--- src/rtl/dmem_lsu_rv32.sv ---
// -----------------------------------------------------------------------------
// dmem_lsu_rv32 - RV32I load/store unit for the data-memory path.
//
// Takes one memory instruction at a time from execute, captures it, and drives
// a request/grant/valid data-memory bus. Stores get byte enables and
// lane-replicated data. Loads get their result extracted from the returned
// word and sign- or zero-extended. Misaligned accesses and bus timeouts
// complete with a one-cycle flag instead of hanging the pipeline.
//
// Ports
//   iCLK, iRST        clock; synchronous active-high reset
//   iMEM              memory instruction present this cycle
//   iRW               1 = load, 0 = store
//   iDecodedOP[4:0]   LB/LH/LW/LBU/LHU/SB/SH/SW operation code
//   iADDR[31:0]       effective byte address
//   iWDATA[31:0]      store data (rs2)
//   oMemReq           bus request, held until iMemGnt
//   oMemWE            1 = write transaction
//   oMemADDR[31:0]    word-aligned bus address
//   oMemBE[3:0]       byte enables (driven for loads and stores)
//   oMemWDATA[31:0]   lane-replicated store data
//   iMemGnt           bus accepted the request
//   iMemValid         read data valid (sampled only in WAIT)
//   iMemRDATA[31:0]   read data word
//   oStallD           combinational stall to upstream / memory-access stage
//   oLoadDATA[31:0]   extended load result, held until next load or error
//   oLoadValid        one-cycle pulse, oLoadDATA updated
//   oMisaligned       one-cycle pulse, access rejected as misaligned
//   oBusErr           one-cycle pulse, transaction timed out
// -----------------------------------------------------------------------------
module dmem_lsu_rv32 #(
    parameter int unsigned TIMEOUT_CYCLES = 255
) (
    input  logic        iCLK,
    input  logic        iRST,
    input  logic        iMEM,
    input  logic        iRW,
    input  logic [4:0]  iDecodedOP,
    input  logic [31:0] iADDR,
    input  logic [31:0] iWDATA,
    output logic        oMemReq,
    output logic        oMemWE,
    output logic [31:0] oMemADDR,
    output logic [3:0]  oMemBE,
    output logic [31:0] oMemWDATA,
    input  logic        iMemGnt,
    input  logic        iMemValid,
    input  logic [31:0] iMemRDATA,
    output logic        oStallD,
    output logic [31:0] oLoadDATA,
    output logic        oLoadValid,
    output logic        oMisaligned,
    output logic        oBusErr
);

    localparam int unsigned OP_W  = 5;
    localparam int unsigned CNT_W = 16;

    // Operation codes (DecodedOP encoding)
    localparam logic [OP_W-1:0] OP_LB  = 5'd0;
    localparam logic [OP_W-1:0] OP_LH  = 5'd1;
    localparam logic [OP_W-1:0] OP_LW  = 5'd2;
    localparam logic [OP_W-1:0] OP_LBU = 5'd3;
    localparam logic [OP_W-1:0] OP_LHU = 5'd4;
    localparam logic [OP_W-1:0] OP_SB  = 5'd5;
    localparam logic [OP_W-1:0] OP_SH  = 5'd6;
    localparam logic [OP_W-1:0] OP_SW  = 5'd7;

    // Last counter value before the abort; the counter is 0 in the first REQ cycle.
    localparam logic [CNT_W-1:0] CNT_LAST = CNT_W'(TIMEOUT_CYCLES - 1);

    typedef enum logic [1:0] {
        S_IDLE = 2'd0,
        S_REQ  = 2'd1,
        S_WAIT = 2'd2,
        S_DONE = 2'd3
    } state_t;

    state_t            state_q, state_d;
    logic [CNT_W-1:0]  cnt_q, cnt_d;
    logic [OP_W-1:0]   op_q, op_d;
    logic              rw_q, rw_d;
    logic [1:0]        lane_q, lane_d;

    logic              mem_req_q, mem_req_d;
    logic              mem_we_q, mem_we_d;
    logic [31:0]       mem_addr_q, mem_addr_d;
    logic [3:0]        mem_be_q, mem_be_d;
    logic [31:0]       mem_wdata_q, mem_wdata_d;
    logic [31:0]       load_data_q, load_data_d;
    logic              load_valid_q, load_valid_d;
    logic              misal_q, misal_d;
    logic              bus_err_q, bus_err_d;

    // Decode of the incoming instruction
    logic              acc_load_c, acc_store_c, acc_half_c, acc_word_c;
    logic              acc_match_c, acc_misal_c;
    logic [3:0]        acc_be_c;
    logic [31:0]       acc_wdata_c;

    // Load data path
    logic [31:0]       rd_shift_c;
    logic [31:0]       rd_ext_c;

    // Classify the incoming operation and build its bus byte enables / data.
    always_comb begin
        acc_load_c  = 1'b0;
        acc_store_c = 1'b0;
        acc_half_c  = 1'b0;
        acc_word_c  = 1'b0;
        unique case (iDecodedOP)
            OP_LB, OP_LBU: acc_load_c = 1'b1;
            OP_LH, OP_LHU: begin acc_load_c  = 1'b1; acc_half_c = 1'b1; end
            OP_LW:         begin acc_load_c  = 1'b1; acc_word_c = 1'b1; end
            OP_SB:         acc_store_c = 1'b1;
            OP_SH:         begin acc_store_c = 1'b1; acc_half_c = 1'b1; end
            OP_SW:         begin acc_store_c = 1'b1; acc_word_c = 1'b1; end
            default:       ;
        endcase

        // A code that disagrees with iRW (or is unknown) completes as a no-op.
        acc_match_c = iRW ? acc_load_c : acc_store_c;
        acc_misal_c = (acc_half_c && iADDR[0]) ||
                      (acc_word_c && (iADDR[1:0] != 2'b00));

        if (acc_word_c) begin
            acc_be_c = 4'b1111;
        end else if (acc_half_c) begin
            acc_be_c = iADDR[1] ? 4'b1100 : 4'b0011;
        end else begin
            acc_be_c = 4'b0001 << iADDR[1:0];
        end

        if (!acc_store_c || acc_word_c) begin
            acc_wdata_c = acc_store_c ? iWDATA : 32'h0;
        end else if (acc_half_c) begin
            acc_wdata_c = {2{iWDATA[15:0]}};
        end else begin
            acc_wdata_c = {4{iWDATA[7:0]}};
        end
    end

    // Move the addressed byte/halfword down to bit 0, then extend per opcode.
    assign rd_shift_c = iMemRDATA >> {lane_q, 3'b000};

    always_comb begin
        rd_ext_c = rd_shift_c;
        unique case (op_q)
            OP_LB:   rd_ext_c = {{24{rd_shift_c[7]}},  rd_shift_c[7:0]};
            OP_LH:   rd_ext_c = {{16{rd_shift_c[15]}}, rd_shift_c[15:0]};
            OP_LBU:  rd_ext_c = {24'h0, rd_shift_c[7:0]};
            OP_LHU:  rd_ext_c = {16'h0, rd_shift_c[15:0]};
            default: rd_ext_c = rd_shift_c;
        endcase
    end

    // State register and all registered outputs.
    always_ff @(posedge iCLK) begin
        if (iRST) begin
            state_q      <= S_IDLE;
            cnt_q        <= '0;
            op_q         <= '0;
            rw_q         <= 1'b0;
            lane_q       <= 2'b00;
            mem_req_q    <= 1'b0;
            mem_we_q     <= 1'b0;
            mem_addr_q   <= '0;
            mem_be_q     <= '0;
            mem_wdata_q  <= '0;
            load_data_q  <= '0;
            load_valid_q <= 1'b0;
            misal_q      <= 1'b0;
            bus_err_q    <= 1'b0;
        end else begin
            state_q      <= state_d;
            cnt_q        <= cnt_d;
            op_q         <= op_d;
            rw_q         <= rw_d;
            lane_q       <= lane_d;
            mem_req_q    <= mem_req_d;
            mem_we_q     <= mem_we_d;
            mem_addr_q   <= mem_addr_d;
            mem_be_q     <= mem_be_d;
            mem_wdata_q  <= mem_wdata_d;
            load_data_q  <= load_data_d;
            load_valid_q <= load_valid_d;
            misal_q      <= misal_d;
            bus_err_q    <= bus_err_d;
        end
    end

    // Next-state and next-output logic; pulses default low, data holds.
    always_comb begin
        state_d      = state_q;
        cnt_d        = cnt_q;
        op_d         = op_q;
        rw_d         = rw_q;
        lane_d       = lane_q;
        mem_req_d    = 1'b0;
        mem_we_d     = mem_we_q;
        mem_addr_d   = mem_addr_q;
        mem_be_d     = mem_be_q;
        mem_wdata_d  = mem_wdata_q;
        load_data_d  = load_data_q;
        load_valid_d = 1'b0;
        misal_d      = 1'b0;
        bus_err_d    = 1'b0;

        unique case (state_q)
            S_IDLE: begin
                if (iMEM) begin
                    cnt_d  = '0;
                    op_d   = iDecodedOP;
                    rw_d   = iRW;
                    lane_d = iADDR[1:0];
                    if (!acc_match_c) begin
                        state_d = S_DONE;
                    end else if (acc_misal_c) begin
                        state_d = S_DONE;
                        misal_d = 1'b1;
                    end else begin
                        state_d     = S_REQ;
                        mem_req_d   = 1'b1;
                        mem_we_d    = ~iRW;
                        mem_addr_d  = {iADDR[31:2], 2'b00};
                        mem_be_d    = acc_be_c;
                        mem_wdata_d = acc_wdata_c;
                    end
                end
            end

            // A grant arriving in the last allowed cycle still wins over the abort.
            S_REQ: begin
                cnt_d = cnt_q + CNT_W'(1);
                if (iMemGnt) begin
                    state_d = rw_q ? S_WAIT : S_DONE;
                end else if (cnt_q == CNT_LAST) begin
                    state_d     = S_DONE;
                    bus_err_d   = 1'b1;
                    load_data_d = '0;
                end else begin
                    mem_req_d = 1'b1;
                end
            end

            S_WAIT: begin
                cnt_d = cnt_q + CNT_W'(1);
                if (iMemValid) begin
                    state_d      = S_DONE;
                    load_valid_d = 1'b1;
                    load_data_d  = rd_ext_c;
                end else if (cnt_q == CNT_LAST) begin
                    state_d     = S_DONE;
                    bus_err_d   = 1'b1;
                    load_data_d = '0;
                end
            end

            // The instruction seen here is the one just finished; never re-accept it.
            S_DONE: begin
                state_d = S_IDLE;
            end

            default: state_d = S_IDLE;
        endcase
    end

    // Stall covers the accept cycle and every bus cycle, but not DONE.
    always_comb begin
        oStallD = 1'b0;
        unique case (state_q)
            S_IDLE:  oStallD = iMEM;
            S_REQ,
            S_WAIT:  oStallD = 1'b1;
            default: oStallD = 1'b0;
        endcase
    end

    assign oMemReq     = mem_req_q;
    assign oMemWE      = mem_we_q;
    assign oMemADDR    = mem_addr_q;
    assign oMemBE      = mem_be_q;
    assign oMemWDATA   = mem_wdata_q;
    assign oLoadDATA   = load_data_q;
    assign oLoadValid  = load_valid_q;
    assign oMisaligned = misal_q;
    assign oBusErr     = bus_err_q;

endmodule

--- config.mk ---
export PLATFORM = sky130hd
export DESIGN_NAME = dmem_lsu_rv32
export DESIGN_NICKNAME = d
export VERILOG_FILES = /design/src/rtl/dmem_lsu_rv32.sv
export SDC_FILE = /design/constraint.sdc
export NUM_CORES = 1
export LEC_CHECK = 0
export ABC_AREA = 1
export BUFFER_PORTS_ARGS = -buffer_cell sky130_fd_sc_hd__buf_2
export CAP_MARGIN = 20
export CORE_MARGIN = 1
export CORE_UTILIZATION = 48
export CTS_BUF_LIST = sky130_fd_sc_hd__clkbuf_4
export CTS_CLUSTER_DIAMETER = 100
export DETAILED_ROUTE_END_ITERATION = 8
export PLACE_DENSITY = 0.82
export SLEW_MARGIN = 20
export SYNTH_ARGS = -nofsm -noshare
export SYNTH_HDL_FRONTEND = slang
export SYNTH_SLANG_ARGS = --single-unit
export TNS_END_PERCENT = 50
--- constraint.sdc ---
create_clock -name iCLK -period 1.9 [get_ports iCLK]
set_input_delay 0.095 -clock iCLK [delete_from_list [all_inputs] [get_ports iCLK]]
set_output_delay 0.095 -clock iCLK [all_outputs]
set_load 0.02 [all_outputs]
=== Word-level counts from Yosys, hierarchy flattened ===
Cells that the tools add are included.

* Reductions and logical operators: 22
* $add $sub $neg: 1
* Eq/ne operators: 16
* Mux-type cells: 39
* Shift-type cells: 2
* Bitwise operators: 6

{| class="wikitable"
|+ Operators with widths
! kind !! number
|-
| two-way mux 32 bit || 6
|-
| one-hot mux 32 bit (4 select lines) || 1
|-
| one-hot mux 32 bit (2 select lines) || 1
|-
| one-hot mux 16 bit (2 select lines) || 1
|-
| right shift 32 x 5 -> 32 bit || 1
|-
| equality test 5 x 3 -> 1 bit (second input constant) || 5
|-
| adder 16 x 1 -> 16 bit (second input constant) || 1
|-
| equality test 16 x 8 -> 1 bit (second input constant) || 1
|-
| two-way mux 1 bit || 16
|-
| two-way mux 16 bit || 1
|-
| equality test 5 x 2 -> 1 bit (second input constant) || 3
|-
| two-way mux 2 bit || 6
|-
| two-way mux 4 bit || 3
|-
| equality test 5 x 1 -> 1 bit (second input constant) || 2
|-
| zero test 5 bit || 2
|-
| one-hot mux 2 bit (4 select lines) || 1
|-
| NOT 1 bit || 6
|-
| one-hot mux 1 bit (2 select lines) || 3
|-
| AND reduction 2 bit || 3
|-
| nonzero test 2 bit || 3
|-
| OR reduction 2 bit || 3
|-
| OR reduction 3 bit || 2
|-
| OR reduction 5 bit || 1
|-
| equality test 2 bit (second input constant) || 2
|-
| other kinds (9) || 12
|}

* Output and inout port bits: 106
* Flip-flop bits (word level): 129

=== Logic depth before layout (Yosys ltp) ===
Gate-level depths: netlist of run 1.

* Depth after elaboration: 9
* Mapped depth: 13
* Mapped depth without buffers: 12

=== Least setup slack after synthesis of run 1 ===
OpenSTA, ideal clock, no wires.

* Path kind: register to register
* Start: reg state_q[0]
* End: reg cnt_q[12]
* Period minus slack after synthesis: 1816 ps
* Arrival time: 1702 ps
* Setup slack: 84 ps
* Stages on the path, launching flop included: 12
* Required time: 1785 ps
* Cell sequence: dfxtp_1 > inv_1 > ha_1 > inv_1 > nor2_1 > nor2_1 > nand3_1 > nor2_1 > nand2_1 > nor2_1 > a21oi_1 > o21a_1

* Word-level cells in the longest chain between the ends: 4
* Elaborated cells between the ends (all ways): 8
* Those cells by class: eq/ne: 3; mux: 1; reduce/logical: 4

{| class="wikitable"
|+ Ends and longest elaborated chain
! item !! RTL line !! RTL
|-
| start, declared || 79 || <nowiki>state_t state_q, state_d;</nowiki>
|-
| start signal, assigned || 175 || <nowiki>state_q <= state_d;</nowiki>
|-
| equality test 2 x 1 -> 1 bit / equality test 2 bit (equally long branches) || 209 || <nowiki>unique case (state_q)</nowiki>
|-
| OR reduction 2 bit (no source line) || - ||
|-
| nonzero test 2 bit (no source line) || - ||
|-
| AND reduction 2 bit (no source line) || - ||
|-
| end signal, assigned || 176 || <nowiki>cnt_q <= cnt_d;</nowiki>
|-
| end, declared || 80 || <nowiki>logic [CNT_W-1:0] cnt_q, cnt_d;</nowiki>
|}

Parallel ways exist; a longest one is shown, timed or not.
A chain may end at the register's enable or synchronous reset.

=== Worst setup path in the final report of run 1 ===
* Start: in iDecodedOP[3]
* End: reg mem_addr_q[18] (netlist: oMemADDR[18])

* Word-level cells in the longest chain between the ends: 7
* Elaborated cells between the ends (all ways): 22
* Those cells by class: eq/ne: 7; mux: 5; bitwise: 1; reduce/logical: 9

{| class="wikitable"
|+ Ends and longest elaborated chain
! item !! RTL line !! RTL
|-
| start, declared || 38 || <nowiki>input logic [4:0] iDecodedOP,</nowiki>
|-
| equality test 5 x 3 -> 1 bit (tied with other cells) || 111 || <nowiki>unique case (iDecodedOP)</nowiki>
|-
| OR reduction 3 bit (no source line) / OR reduction 2 bit (equally long branches) || - ||
|-
| two-way mux 1 bit || 111 ||
|-
| logical AND 1 bit (on tied branches) || 123, 124 ||
|-
| logical OR 1 bit || 123 || <nowiki>acc_misal_c = (acc_half_c && iADDR[0]) ||</nowiki>
|-
| NOT 1 bit (no source line) || - ||
|-
| AND reduction 4 bit (no source line) (*) || - ||
|-
| end signal, assigned || 182 || <nowiki>mem_addr_q <= mem_addr_d;</nowiki>
|-
| end, declared || 87 || <nowiki>logic [31:0] mem_addr_q, mem_addr_d;</nowiki>
|}

Mark *: on every way between the ends. The rest lies on a longest branch, timed or not.

==> impl_metrics.yaml, run 1 <==
drt:
  drt_iter0_drc: 767
  ant_nets: 0
  viasPerCell: 5.00
  vias: 7611
  drt_pre_antenna_iters: 5
  wire_per_inst_um: 13.3
  drt_wl_total_um: 20200
  remaining_drc_errors: 0
power_and_ir_drop:
  switchingPower_mw: 2.79
  pwr-share-comb_pct: 36.8
  seq_power_share_pct: 41.8
  leakagePower_nw: 4.67
  swShare_pct: 37.5
  peakVddDrop_mv: 0.471
  finalPower_mw: 7.43
  p_clk_share_pct: 21.3
  p_per_area_nw_per_um2: 822
  p_int_mw: 4.64
grt:
  grt_pass1_vias: 7226
  overflow: 0
  grt_pass1_wl_um: 32900
  grt_max_degree: 80
  grt_use_total_pct: 29.1
  antenna_found_initial: 1
floorplan:
  num_rows: 42
  initial_utilization_pct: 49.2
  io_pins: 213
  fp.dieArea_um2: 14000
  core_um2: 13200
  die_y_um: 118
  die_x_um: 118
yosys:
  ys_ff_latch: 129
  async_flop_share_pct: 0
  syn_area_um2: 6490
  ys_dominant_reg_cell: "dfxtp_1"
  synth-edff-count: 0
  synth_cell_type_count: 38
  synth_cells: 1035
  seq_area_frac_synth_pct: 39.8
  synth_area_per_cell_um2: 6.27
  yosysWarnings: 0
setup_path:
  cp_data_required_time_ns: 2.34
  cp-start-kind: "input port"
  cp_max_fo: 50
  crit_path_frequent_cell: "nand2_1"
  crit_arrival_ns: 2.32
  slowest_stage: "dlygate4sd3_1"
  crit_chain: "dlygate4sd3_1, buf_2, nor2_1, nand2_1, nand2_1, nand2_2, nand2_1, nand3_1, nor2_4, buf_12, nand2_1, nand2_1, nor2_1"
  critPathMaxStageDelay_ns: 0.56
  endpoint_kind: "register"
  crit_family: "simple AND/OR/NAND/NOR gates"
  critical_path_class: "input port to register"
  critPathBufInv: 3
placed_design:
  gp_congestion: 0.898
  hpwl_um: 12500
  placed_area_um2: 7760
  port_buffers: 210
sta:
  post-route-period-util_pct: 98.8
  max_slew.worst_pin.slew_ns: 0.693
  hold_violations: 0
  slew_headroom_pct: 53.8
  maxSlewViolCount: 0
  rsz0062_at_grt: "true"
  clock_skew_ns: 0.0166
  finalSetupTns_ns: 0
  setup_viol: 0
  fmax_mhz: 533
  finalCriticalPeriod_ns: 1.88
min_path:
  hold_class: "input port to register"
cts:
  cts_tree: "built"
  path_clk_slew_ns: 0.10
  cts_buffers: 17
  clk_path_buf_depth: 2
  cts_root_buf: "clkbuf_4"
  clock_latency_ns: 0.55
  clock-sinks: 129
  htree_levels: 4
final_layout:
  stdcell_area_um2: 9040
  layout.nets: 1447
  area_delta_synth_final_pct: 39.3
  drive_gt1_share_pct: 21.6
job:
  drv_cap: 0
status:
  outcome: "completed"
## routing by layer
layer	track usage [%]	vias to the layer above	wire [um]
met5	0	-	0
met4	17.0	0	914
met3	7.92	75	1630
met2	48.7	368	9700
met1	33.2	3354	7990
li1	-	3814	-
## flip-flops by register name, indices dropped and copies added, names as in the netlist
signal,count
cnt_q,16
lane_q,2
oBusErr,1
oLoadDATA,32
oLoadValid,1
oMemADDR,30
oMemBE,4
oMemReq,1
oMemWDATA,32
oMemWE,1
oMisaligned,1
op_q,5
rw_q,1
state_q,2
## path summary, 6_finish.rpt
path / start / to / slack, ns / depth (start not counted)
worst max register to register: state_q[0] / oBusErr / 0.09 / 7
worst min register to register: oLoadDATA[1] / oLoadDATA[1] / 0.47 / 2
worst min-delay path: iMemRDATA[16] / oLoadDATA[0] / 0.04 / 5
worst max-delay path: iDecodedOP[3] / oMemADDR[18] / 0.02 / 13
## cells in the final DEF (no fill, tap or decap), drive strengths merged, types with 2 or more instances in the layout
cell type	count
a211oi	2
a21oi	51
a22oi	8
buf	234
clkbuf	18
clkinv	10
conb	2
dfxtp	129
dlygate4sd3	94
ha	6
inv	120
nand2	326
nand3	60
nand3b	6
nand4	5
nor2	188
nor3	9
o211ai	9
o21a	2
o21ai	52
o22ai	2
o31ai	2
## metrics by stage
stage               cells  hold WS (ns)  setup slack, ns  utilization [%]
floorplan            1036         0.223           0.0838                -
global placement     1395         0.363           0.0281             58.8
detailed placement   1395         0.368          -0.0620             58.8
CTS                  1519       0.00202          0.00323             67.7
global route         1521        0.0191          -0.0243             68.5
finish               1521        0.0439           0.0222             68.5
## cell families after synthesis
group	Yosys count	share of synthesized area, %
flip-flops	129	39.8
buffers and inverters	170	10.6
AND/OR/NAND/NOR	595	36.7
XOR/XNOR	1	0.135
adder cells (fa/ha/maj)	6	1.16
AO/OA/AOI/OAI	133	11.6
other	1	0.0578
## timing repair
item | 4_1_cts | 5_1_grt
endpoints found under the hold margin | 93 | 0
buffers inserted | 1 | 1
setup endpoints to repair | 19 | 106
hold buffers | 94 | 0
pin swaps | 0 | 1
gates resized for setup | 6 | 25
## synth_stat cells, types with 9 or more instances
cell type	instances	area share, %
buf_2	15	1.2
inv_1	115	6.7
a21oi_1	51	3.9
clkbuf_1	20	1.2
nor2_1	185	11
o211ai_1	9	1.0
buf_1	9	0.52
o21ai_0	49	3.8
nor3_1	9	0.69
nand3_1	60	4.6
nand2_1	322	19
dfxtp_1	129	40
## power groups by stage
| stage | Sequential (mW) | Clock, mW | Combinational (mW) |
|---|---|---|---|
| after floorplan | 3.38 | 0 | 1.36 |
| after global placement | 3.15 | 0 | 2.31 |
| after detailed placement | 3.16 | 0 | 2.34 |
| after CTS | 3.10 | 1.62 | 2.57 |
| after global routing | 3.14 | 1.75 | 3.03 |
| final | 3.11 | 1.59 | 2.74 |
## cell type report
class                           count  area (um2)
Clock buffer                       18         135
Fill cell                        1106        4150
Sequential cell                   129        2580
Timing Repair Buffer              328        2260
Inverter                          121         454
Antenna cell                        1        2.50
Tap cell                          176         220
Multi-Input combinational cell    737        3310
Clock inverter                     11        75.1
## worst reg2reg max path, cell delays in order, from the launching register on
cell	delay, ns
dfxtp_2	0.36
buf_4	0.11
ha_1	0.21
inv_1	0.09
o22ai_1	0.17
nand3_1	0.12
nor3_2	0.12
dlygate4sd3_1	0.56
Note: power is estimated with default switching activity, not from simulation.
==> inputs of run 2 (changes only) <==
Settings changed: BUFFER_PORTS_ARGS -buffer_cell sky130_fd_sc_hd__buf_2 to -buffer_cell sky130_fd_sc_hd__buf_4.
==> run 2 against run 1 <==
Against the previous run: die area unchanged; fmax increased by 3.0%; combinational power increased by 7%; design area increased by 6.6%; sequential share of layout area decreased by 1.8 points; flip-flop and latch count unchanged; cell count increased by 0.33%; largest power group unchanged; worst hold slack got worse by 0.0069 ns.
==> impl_metrics.yaml, run 2 (synthesis gave the netlist of run 1 again) <==
grt:
  overflow: 0
  grt_max_degree: 53
  grt_use_total_pct: 29.0
  grt_pass1_wl_um: 32800
  antenna_found_initial: 0
  grt_pass1_vias: 7052
sta:
  setup_viol: 0
  finalSetupTns_ns: 0
  post-route-period-util_pct: 95.9
  maxSlewViolCount: 0
  clock_skew_ns: 0.0177
  hold_violations: 0
  slew_headroom_pct: 53.1
  finalCriticalPeriod_ns: 1.82
  fmax_mhz: 549
  max_slew.worst_pin.slew_ns: 0.703
final_layout:
  multi_input_area_um2: 3270
  layout.nets: 1450
  fin_util_pct: 73.1
  area_delta_synth_final_pct: 48.5
  final_common_cell: "nand2_1"
  fillers: 1047
  drive_gt1_share_pct: 22.0
  final_cell_mix: "321 x nand2_1, 229 x buf_4, 180 x nor2_1, 127 x dfxtp_1, 112 x inv_1"
  diodes: 0
  seqCellArea_um2: 2580
floorplan:
  fp.dieArea_um2: 14000
  die_y_um: 118
  initial_utilization_pct: 49.2
  num_rows: 42
  io_pins: 213
  die_x_um: 118
  core_um2: 13200
drt:
  drt_pre_antenna_iters: 7
  wire_per_inst_um: 13.6
  remaining_drc_errors: 0
  viasPerCell: 5.09
  ant_nets: 0
  drt_wl_total_um: 20700
  drt_iter0_drc: 697
  vias: 7768
setup_path:
  crit_arrival_ns: 2.28
  startpoint: "iDecodedOP[3]"
  reg2reg_to: "oLoadDATA[5]"
  reg2reg_slack_ns: 0.11
  cp-start-kind: "input port"
  rr_worst_depth: 6
  cp_data_required_time_ns: 2.36
  r2r_start: "lane_q[0]"
  critical_path_class: "input port to register"
  endpoint_kind: "register"
  cp_max_fo: 26
placed_design:
  hpwl_um: 12800
  gp_congestion: 0.862
  port_buffers: 210
min_path:
  min_to: "oLoadDATA[30]"
  min_path_cells: 7
  min_from: "iMemRDATA[30]"
  hold_class: "input port to register"
cts:
  clock_latency_ns: 0.55
  htree_levels: 4
  cts_root_buf: "clkbuf_4"
  clk_path_buf_depth: 2
  path_clk_slew_ns: 0.12
  cts_buffers: 17
  clock-sinks: 129
  cts_tree: "built"
power_and_ir_drop:
  leakagePower_nw: 4.79
  peakVddDrop_mv: 0.403
  finalPower_mw: 7.97
  p_per_area_nw_per_um2: 827
status:
  outcome: "completed"
job:
  drv_cap: 0
-- run 2: changes by cell type in the layout (fill, tap and decap cells not counted), moves of 2 or more --
| cell | delta |
|---|---|
| nor3_1 | +2 |
| clkinvlp_4 | +3 |
| dlygate4sd3_1 | -4 |
| buf_2 | -209 |
| bufinv_16 | +2 |
| clkbuf_16 | +2 |
| buf_6 | +2 |
| buf_4 | +213 |
| nor3_2 | -2 |
| a21oi_1 | +2 |
| clkinv_1 | -2 |
-- run 2: what timing repair did --
| action | CTS | global route |
|---|---|---|
| hold endpoints to repair | 112 | 0 |
| gates cloned | 0 | 2 |
| gates resized for setup | 6 | 17 |
| pin swaps | 0 | 3 |
| hold buffers | 90 | 0 |
| endpoints found under the setup margin | 9 | 59 |
| setup buffers | 2 | 4 |
-- run 2: critical path: stages --
cell and delay (ns):
dlygate4sd3_1 0.58, buf_4 0.16, nor2_1 0.21, nand2_1 0.08
nand2_1 0.08, nand2_2 0.14, nand2_1 0.15, nand3_1 0.12
nor2_4 0.13, buf_12 0.14, buf_12 0.17, nand2_1 0.10
nand2_1 0.08, nor2_1 0.04
-- run 2: final cells by class --
type | count | area share [%]
Timing Repair Buffer | 331 | 29.3
Multi-Input combinational cell | 737 | 33.9
Sequential cell | 129 | 26.8
Clock inverter | 14 | 1.52
Inverter | 121 | 4.75
Clock buffer | 18 | 1.40
Tap cell | 176 | 2.28
-- run 2: how the worst max path moves through the flow --
stage	end	slack (ns)	depth (start not counted)
after floorplan	cnt_q[12]	0.08	11
after global placement	oLoadDATA[24]	0.04	8
after detailed placement	cnt_q[12]	-0.04	11
after CTS	oStallD	0.007	7
after global routing	cnt_q[13]	-0.005	10
final	oMemWDATA[21]	0.08	14
-- run 2: metal layers --
| layer | GRT usage [%] | wire length, um | part of all wire, % | vias up |
|---|---|---|---|---|
| li1 | - | - | - | 3827 |
| met1 | 33.8 | 8230 | 40 | 3485 |
| met2 | 48.8 | 10000 | 49 | 384 |
| met3 | 7.29 | 1650 | 8.0 | 72 |
| met4 | 15.5 | 788 | 3.8 | 0 |
| met5 | 0 | 0 | 0 | - |
-- run 2: power by group --
part           switching, mW  leakage, nW  internal [mW]
combinational           1.66         3.60           1.27
sequential             0.160         1.05           2.96
clock                   1.03        0.145          0.895
-- run 2: through the flow --
stage | setup WS [ns] | instance area [um2] | hold slack (ns) | instances
floorplan | 0.0838 | 6490 | 0.223 | 1036
global placement | 0.0436 | 8280 | 0.360 | 1396
detailed placement | -0.0393 | 8280 | 0.378 | 1396
CTS | 0.00722 | 9490 | 0.00485 | 1520
global route | -0.00457 | 9640 | 0.0265 | 1526
finish | 0.0770 | 9640 | 0.0370 | 1526
==> inputs of run 3 (changes only) <==
Settings changed: CORE_UTILIZATION 48 to 53, GPL_TIMING_DRIVEN set to 0, PLACE_DENSITY 0.82 to 0.86, RECOVER_POWER set to 25.
Clock period 1.9 ns to 2 ns, I/O delays scaled along.
==> run 3 against run 2 <==
Against the previous run: utilization rose by 4.6 points; setup slack got worse by 0.0040 ns; via count rose by 1.9%; sequential share of layout area grew 1.0 points; die area fell by 9.3%; design area shrank 3.6%; critical endpoint is now cnt_q[12].
==> impl_metrics.yaml, run 3 (synthesis gave the netlist of run 1 again) <==
final_layout:
  diodes: 0
  area_delta_synth_final_pct: 43.2
  drive_gt1_share_pct: 17.8
  final_cell_mix: "320 x nand2_1, 182 x nor2_1, 160 x buf_4, 127 x dfxtp_1, 114 x inv_1"
  layout.nets: 1466
  fin_cells: 1513
  fillers: 933
  multi_input_area_um2: 3280
  seqCellArea_um2: 2580
  fin_util_pct: 77.7
  final_common_cell: "nand2_1"
sta:
  maxSlewViolCount: 0
  hold_violations: 0
  finalCriticalPeriod_ns: 1.93
  clock_skew_ns: 0.0322
  rsz0062_at_grt: "true"
  max_slew.worst_pin.slew_ns: 0.622
  slew_headroom_pct: 58.6
  post-route-period-util_pct: 96.3
  setup_viol: 0
  fmax_mhz: 519
  whs_ns: 0.0588
power_and_ir_drop:
  pwr-share-comb_pct: 34.5
  finalPower_mw: 7.42
  seq_power_share_pct: 39.9
  p_per_area_nw_per_um2: 798
  peakVddDrop_mv: 0.550
  switchingPower_mw: 2.76
  p_clk_share_pct: 25.6
  swShare_pct: 37.2
  p_int_mw: 4.65
  leakagePower_nw: 4.53
floorplan:
  die_y_um: 113
  fp.dieArea_um2: 12700
  io_pins: 213
  die_x_um: 113
  num_rows: 40
  initial_utilization_pct: 54.3
  core_um2: 12000
setup_path:
  crit_arrival_ns: 2.37
  rr_worst_depth: 11
  slowest_stage: "dfxtp_2"
  critPathMaxStageDelay_ns: 0.36
  crit_chain: "inv_1, ha_2, inv_2, nor2_1, nor2_2, nand3_2, nor2_2, nand2_1, nor2_2, a21oi_1, o21a_1"
  critical_path_class: "register to register"
  endpoint_kind: "register"
  crit_family: "simple AND/OR/NAND/NOR gates"
  reg2reg_to: "cnt_q[12]"
  r2r_start: "state_q[0]"
  cp-start-kind: "register"
  cp_data_required_time_ns: 2.44
  reg2reg_slack_ns: 0.07
  cp_max_fo: 4
  crit_path_frequent_cell: "nor2_2"
  critPathBufInv: 2
grt:
  grt_max_degree: 17
  grt_use_total_pct: 34.4
  grt_pass1_wl_um: 34700
  antenna_found_initial: 0
  grt_pass1_vias: 7371
  overflow: 0
job:
  drv_cap: 0
drt:
  drt_wl_total_um: 21800
  drt_iter0_drc: 555
  remaining_drc_errors: 0
  viasPerCell: 5.23
  vias: 7918
  ant_nets: 0
  drt_pre_antenna_iters: 5
  wire_per_inst_um: 14.4
placed_design:
  port_buffers: 210
  hpwl_um: 14200
  dp_cells: 1393
  gp_congestion: 0.944
cts:
  clk_path_buf_depth: 2
  clock_latency_ns: 0.56
  cts_buffers: 17
  cts_root_buf: "clkbuf_4"
  htree_levels: 4
  path_clk_slew_ns: 0.11
  clock-sinks: 129
  cts_tree: "built"
status:
  outcome: "completed"
min_path:
  min_to: "oLoadDATA[30]"
  min_path_cells: 7
  min_from: "iMemRDATA[30]"
  hold_class: "input port to register"
[run 3: cell types whose count changed in the layout (fill, tap and decap cells not counted), moves of 3 or more]
cell	before	now
clkbuf_1	0	70
buf_4	229	160
buf_2	0	14
buf_1	0	9
buf_12	5	0
dlygate4sd3_1	90	85
clkbuf_2	0	4
inv_2	8	5
nand3_1	60	57
[run 3: how the worst max path moves through the flow]
stage                     startpoint  cells past startpoint  slack (ns)        end
final                     state_q[0]                     11        0.07  cnt_q[12]
after global routing      state_q[1]                     11       -0.03  cnt_q[12]
after floorplan           state_q[0]                     11        0.18  cnt_q[12]
after global placement    state_q[0]                     11       -0.13  cnt_q[12]
after detailed placement  state_q[0]                      8       -0.16  cnt_q[14]
after CTS                 state_q[0]                      5        0.01    oStallD
[run 3: cell type report]
| type | instances | share of cell area, % |
|---|---|---|
| inverters | 121 | 4.89 |
| well taps | 147 | 1.98 |
| flip-flops and latches | 129 | 27.8 |
| clock inverters | 14 | 1.78 |
| clock buffers | 18 | 1.45 |
| repair buffers | 298 | 24.1 |
| plain buffers | 49 | 2.63 |
| multi-input cells | 737 | 35.3 |
[run 3: worst register-to-register path, stage by stage, from the launching register on]
cell and delay [ns]:
dfxtp_2 0.36, inv_1 0.09, ha_2 0.23, inv_2 0.08
nor2_1 0.07, nor2_2 0.26, nand3_2 0.15, nor2_2 0.13
nand2_1 0.11, nor2_2 0.16, a21oi_1 0.09, o21a_1 0.12
[run 3: power by group through the flow]
stage	Sequential [mW]	Combinational (mW)	Clock, mW
after global placement	3.00	2.33	0
after CTS	2.95	2.53	1.90
final	2.96	2.56	1.90
after global routing	2.98	2.82	2.04
after detailed placement	3.00	2.37	0
after floorplan	3.21	1.30	0
[run 3: timing repair]
action	4_1_cts	5_1_grt
setup buffers	0	3
endpoints found under the setup margin	7	53
pin swaps	0	5
hold buffers	85	0
resized for setup	6	25
endpoints found under the hold margin	84	0
[run 3: through the flow]
step	area [um2]	setup TNS [ns]	worst slack (ns)
6_report	9290	0	0.0730
5_1_grt	9290	-0.0432	-0.0298
4_1_cts	9430	0	0.0144
3_5_place_dp	8250	-0.929	-0.165
3_3_place_gp	8250	-0.640	-0.127
2_1_floorplan	6490	0	0.184
[run 3: per-layer routing]
layer / wire, um / GRT usage, % / share of wire [%] / vias up
li1: - / - / - / 3866
met1: 8370 / 39.0 / 38 / 3528
met2: 10500 / 58.2 / 48 / 426
met3: 1870 / 9.45 / 8.6 / 98
met4: 1030 / 20.1 / 4.7 / 0
met5: 0 / 0 / 0 / -
